<file path="src/rtl/serial_subtractor_pkg.sv">
// -----------------------------------------------------------------------------
// serial_subtractor_pkg
// Shared definitions for the digit-serial subtractor:
//   state_t     - controller state encoding (IDLE, RUN, DONE)
//   num_digits  - number of digit steps per operation (WIDTH / DIGIT)
//   cnt_width   - width of the digit counter, never less than 1 bit
// -----------------------------------------------------------------------------
package serial_subtractor_pkg;

   typedef enum logic [1:0] {
      IDLE = 2'd0,
      RUN  = 2'd1,
      DONE = 2'd2
   } state_t;

   function automatic int num_digits(input int width, input int digit);
      return width / digit;
   endfunction

   // $clog2(1) is 0, so a single-digit operation still gets a 1-bit counter.
   function automatic int cnt_width(input int n);
      return (n <= 2) ? 1 : $clog2(n);
   endfunction

endpackage

</file>
<file path="src/rtl/serial_subtractor_digit.sv">
// -----------------------------------------------------------------------------
// digit_subtractor
// Combinational DIGIT-bit subtractor built as a ripple of full-subtractor
// cells: diff = a ^ b ^ bin, bout = (~a & b) | (~(a ^ b) & bin).
// Ports:
//   a, b  [DIGIT-1:0]  digit operands (a - b)
//   bin               borrow into the least significant cell
//   diff  [DIGIT-1:0]  digit difference
//   bout              borrow out of the most significant cell
// -----------------------------------------------------------------------------
module digit_subtractor #(
   parameter int DIGIT = 1
) (
   input  logic [DIGIT-1:0] a,
   input  logic [DIGIT-1:0] b,
   input  logic             bin,
   output logic [DIGIT-1:0] diff,
   output logic             bout
);

   // Running borrow is a scalar walked through the loop rather than a vector,
   // so each cell sees the borrow produced by the cell below it.
   logic borrow_chain;

   always_comb begin
      diff         = '0;
      borrow_chain = bin;
      for (int i = 0; i < DIGIT; i++) begin
         diff[i]      = a[i] ^ b[i] ^ borrow_chain;
         borrow_chain = (~a[i] & b[i]) | (~(a[i] ^ b[i]) & borrow_chain);
      end
      bout = borrow_chain;
   end

endmodule

</file>
<file path="src/rtl/serial_subtractor.sv">
// -----------------------------------------------------------------------------
// serial_subtractor
// Multi-cycle A - B - Bin, one DIGIT-bit slice per clock, LSB first, with a
// borrow flop carried between slices. Results are registered and only change
// at completion.
// Ports:
//   clk, rst          rising-edge clock, asynchronous active-high reset
//   start             operation request, sampled only in IDLE
//   A, B [WIDTH-1:0]  minuend / subtrahend, captured on accepted start
//   Bin               borrow-in, captured on accepted start
//   busy              high in RUN and DONE
//   done              one-cycle pulse, results updated this cycle
//   Difference        A - B - Bin modulo 2^WIDTH
//   Borrow            borrow out of the MSB
//   Overflow          two's-complement overflow of the signed subtraction
//   state             current controller state (debug observation)
//
// Handshake: start is a request with no acknowledge. It is accepted at a
// rising edge only when the controller is in IDLE; in RUN or DONE it is
// ignored and not remembered. Completion is signalled by done for exactly one
// cycle; Difference/Borrow/Overflow stay stable until the next done.
// -----------------------------------------------------------------------------
module serial_subtractor
   import serial_subtractor_pkg::*;
#(
   parameter int WIDTH = 8,
   parameter int DIGIT = 1
) (
   input  logic             clk,
   input  logic             rst,
   input  logic             start,
   input  logic [WIDTH-1:0] A,
   input  logic [WIDTH-1:0] B,
   input  logic             Bin,
   output logic             busy,
   output logic             done,
   output logic [WIDTH-1:0] Difference,
   output logic             Borrow,
   output logic             Overflow,
   output state_t           state
);

   localparam int N  = num_digits(WIDTH, DIGIT);
   localparam int CW = cnt_width(N);
   localparam logic [CW-1:0] LAST = CW'(N - 1);

   if (WIDTH < 2 || DIGIT < 1 || (WIDTH % DIGIT) != 0) begin : g_bad_params
      $error("serial_subtractor: WIDTH must be >= 2 and divisible by DIGIT");
   end

   state_t           state_q;
   logic [WIDTH-1:0] a_sr;
   logic [WIDTH-1:0] b_sr;
   logic [WIDTH-1:0] res_sr;
   logic [WIDTH-1:0] res_next;
   logic             borrow_q;
   logic [CW-1:0]    cnt;
   logic             a_msb;
   logic             b_msb;
   logic [DIGIT-1:0] d_diff;
   logic             d_bout;

   assign state = state_q;

   digit_subtractor #(.DIGIT(DIGIT)) u_digit (
      .a    (a_sr[DIGIT-1:0]),
      .b    (b_sr[DIGIT-1:0]),
      .bin  (borrow_q),
      .diff (d_diff),
      .bout (d_bout)
   );

   // New digit enters from the MSB side; after N steps the first digit has
   // travelled down to bit 0 and the register holds the full result.
   if (DIGIT == WIDTH) begin : g_single
      assign res_next = d_diff;
   end else begin : g_multi
      assign res_next = {d_diff, res_sr[WIDTH-1:DIGIT]};
   end

   always_ff @(posedge clk or posedge rst) begin
      if (rst) begin
         state_q    <= IDLE;
         a_sr       <= '0;
         b_sr       <= '0;
         res_sr     <= '0;
         borrow_q   <= 1'b0;
         cnt        <= '0;
         a_msb      <= 1'b0;
         b_msb      <= 1'b0;
         busy       <= 1'b0;
         done       <= 1'b0;
         Difference <= '0;
         Borrow     <= 1'b0;
         Overflow   <= 1'b0;
      end else begin
         case (state_q)
            IDLE: begin
               done <= 1'b0;
               if (start) begin
                  a_sr     <= A;
                  b_sr     <= B;
                  borrow_q <= Bin;
                  a_msb    <= A[WIDTH-1];
                  b_msb    <= B[WIDTH-1];
                  res_sr   <= '0;
                  cnt      <= '0;
                  busy     <= 1'b1;
                  state_q  <= RUN;
               end
            end
            RUN: begin
               res_sr   <= res_next;
               borrow_q <= d_bout;
               a_sr     <= a_sr >> DIGIT;
               b_sr     <= b_sr >> DIGIT;
               cnt      <= cnt + 1'b1;
               if (cnt == LAST) begin
                  Difference <= res_next;
                  Borrow     <= d_bout;
                  // Signed overflow only when operand signs differ and the
                  // result sign disagrees with the minuend.
                  Overflow   <= (a_msb ^ b_msb) & (res_next[WIDTH-1] ^ a_msb);
                  done       <= 1'b1;
                  state_q    <= DONE;
               end
            end
            DONE: begin
               done    <= 1'b0;
               busy    <= 1'b0;
               state_q <= IDLE;
            end
            default: begin
               done    <= 1'b0;
               busy    <= 1'b0;
               state_q <= IDLE;
            end
         endcase
      end
   end

endmodule

</file>
<file path="config.mk">
export PLATFORM = sky130hd
export DESIGN_NAME = serial_subtractor
export DESIGN_NICKNAME = d
export VERILOG_FILES = /design/src/rtl/serial_subtractor_pkg.sv /design/src/rtl/serial_subtractor_digit.sv /design/src/rtl/serial_subtractor.sv
export SDC_FILE = /design/constraint.sdc
export NUM_CORES = 1
export LEC_CHECK = 0
export CAP_MARGIN = 5
export CORE_MARGIN = 8
export CORE_UTILIZATION = 25
export DETAILED_ROUTE_END_ITERATION = 8
export DONT_BUFFER_PORTS = 1
export PLACE_DENSITY = 0.41
export SKIP_LAST_GASP = 1
export SLEW_MARGIN = 25
export SYNTH_ARGS = -nofsm -noshare
export SYNTH_HDL_FRONTEND = slang
export SYNTH_SLANG_ARGS = --single-unit
</file>
<file path="constraint.sdc">
create_clock -name clk -period 1.7 [get_ports clk]
set_input_delay 0.34 -clock clk [delete_from_list [all_inputs] [get_ports clk]]
set_output_delay 0.34 -clock clk [all_outputs]
set_load 0.01 [all_outputs]
</file>
==> impl_results.md <==
- Reg2reg start: cnt[0]
- First-pass GRT wire length: 6150 µm
- Synth Cell Area: 1790 µm²
- Synth warn: 0
- Post-synth top area share: 60.1%
- Fillers: 746
- Starting Density: 25.2%
- DRT Pass-1 Iters: 4
- Clk_skew: 0.00307 ns
- Final hold violations: 0
- ANT nets after route: 0
- GP Congestion: 0.730
- Drt wl/cell: 14.9 µm
- Final Critical Period: 1.56 ns
- Setup_tns: 0 ns
- Clock power share: 17.4%
- Worst Path Required: 1.89 ns
- Main synth FF type: dfrtp_1
- Diode count: 0
- Leak: 0.900 nW
- Syn Inst Count: 147
- Final setup violation count: 0
- CTS tree: built
- Die span in x: 101 µm
- Post-CTS sizing: 0
- Crit path DAT: 1.75 ns
- # Post-CTS Setup Buffers: 0
- Buffers on Ports: 0
- Critical path startpoint category: flop
- Commonest non-fill, non-tap cell in the layout: dfrtp_1
- Full die area: 10,100 µm²
- Count of pins over their slew limit: 0
- WL final: 3760 µm
- Power per cell area: 1880 nW/µm²
- Post-synth cell types: 24
- HPWL Detailed: 2670 µm
- H-tree depth: 2
- Longest Clk Path Bufs: 2
- Worst-Margin Slew: 0.665 ns
- Root buf cell: clkbuf_8
- Crit Path Max Fanout: 13
- Multi-input gate area: 653 µm²
- Setup CP Type: reg2reg
- Post-CTS Hold Fix Bufs: 0
- Ys async rst share: 100%
- Crit share post-route: 91.8%
- Area leader, netlist: dfrtp_1
- Tightest hold margin: 0.0456 ns
- Worst-path clk slew: 0.09 ns
- Clk Latency, worst-skew pair: 0.30 ns
- Synthesis-stage register bit count: 43
- Syn Nets: 170
- Largest net degree at the start of global routing: 44
- VDD IR max: 0.000663 V
- CTS sink cnt: 43
- HP Class: in2async
- Internal power: 2.45 mW
- Nets@finish: 176
- Die Y: 101 µm
- Layout cells sized above 1: 17.5%
- Number of global-route vias before repair: 1,174
- Via count: 1,100
- Most frequent cells in the layout: dfrtp_1, nand2_1, mux2i_1, a22o_1, mux2_2
- Syn Area/Cell: 12.2 µm²
- Vias per Instance: 4.35
- Status: complete, no violations
- CTS Buf Count: 5
- CP endpoint kind: flop
- Number of flops mapped to enable cells by yosys: 0
- Area Overhead vs Synth: 14.3%
- Grt ovf: 0
- Overall Global Routing Usage: 8.14%
- Initial DRC Count: 34
- Comb pwr share: 34.7%
- Seq pwr share: 47.9%
- Seq/Total Area, Yosys: 60.1%
- Critical Path Source: cnt[0]
- Core Area: 7100 µm²
- Initial antenna violation count: 0
- Unrepaired setup endpoints after global routing: no
- Synth top area cells: dfrtp_1, mux2i_1, mux2_2, a22o_1, nand2_1
- # rows: 31
- Num ports: 34
- Fmax: 0.640 GHz
- Drc violations: 0
- Switch share: 36.2%
- Max Cap Viol: 0
- Max_slew headroom: 55.6%
- NetSw: 1.39 mW
- Storage cell area: 1080 µm²
[worst max-delay path: stages, from the launching register on]
cell      delay, ns
dfrtp_1        0.40
ha_1           0.20
ha_1           0.21
nand3b_1       0.14
buf_12         0.15
mux2_2         0.33
[logic make-up after synthesis]
group	count (synthesis)	share of synthesized area, %
AO/OA/AOI/OAI	34	12.2
buffers and inverters	13	3.63
multiplexers	23	13.6
AND/OR/NAND/NOR	31	7.97
adder cells (fa/ha/maj)	3	2.52
flip-flops	43	60.1
[stage by stage]
step / power, mW / setup WS [ns] / instances / utilization, % / area, µm²
after floorplan: 2.82 / 0.134 / 147 / - / 1790
after global placement: 3.17 / 0.201 / 245 / 27.5 / 1950
after detailed placement: 3.23 / 0.149 / 245 / 27.5 / 1950
after CTS: 3.93 / 0.138 / 253 / 28.8 / 2050
after global routing: 4.17 / 0.0803 / 253 / 28.8 / 2050
final: 3.84 / 0.139 / 253 / 28.8 / 2050
[power groups by stage]
stage | clock (mW) | sequential, mW | combinational, mW
2_1_floorplan | 0 | 1.78 | 1.04
3_3_place_gp | 0 | 1.86 | 1.31
3_5_place_dp | 0 | 1.88 | 1.35
4_1_cts | 0.704 | 1.86 | 1.37
5_1_grt | 0.745 | 1.91 | 1.52
6_report | 0.669 | 1.84 | 1.33
[final cells by class]
class                      instances  area share [%]
sequential                        43            52.6
clock buffer                       5            3.36
inverter                           4           0.734
timing repair buffer               8            4.16
tap                               99            6.06
clock inverter                     3            1.16
multi-input combinational         91            31.9
[flip-flops by register name, indices dropped and copies added, names as in the netlist, 2 cells and up]
name / flops
res_sr: 7
a_sr: 8
b_sr: 8
state: 2
cnt: 3
Difference: 8
[final timing paths]
| path | to | slack [ns] | cells after the start |
|---|---|---|---|
| worst min register to register | a_sr[2] | 0.49 | 2 |
| worst max-delay path | Difference[5] | 0.14 | 5 |
| worst max register to register | Difference[5] | 0.14 | 5 |
| worst min-delay path | Overflow | 0.05 | 2 |
| min in group clk | b_sr[7] | 0.17 | 1 |
| max in group asynchronous | b_sr[6] | 1.26 | 2 |
[metal layers]
metal,wire [µm],global-route usage (%),vias up,part of all wire [%]
met3,312,3.38,10,8.3
met1,1620,9.22,541,43
met5,0,0,-,0
li1,-,-,522,-
met2,1730,12.6,27,46
met4,95,4.65,0,2.5
[Yosys cell counts (3+ instances only)]
cell / instances
a22o_1: 11
o21ai_0: 9
mux2i_1: 13
nand2b_1: 3
buf_2: 3
o21ai_1: 8
clkbuf_1: 3
nor2b_1: 3
nor2_1: 5
dfrtp_1: 43
nand2_1: 17
a21oi_1: 3
mux2_2: 10
inv_1: 4
Power figures use the tool's default switching activity.
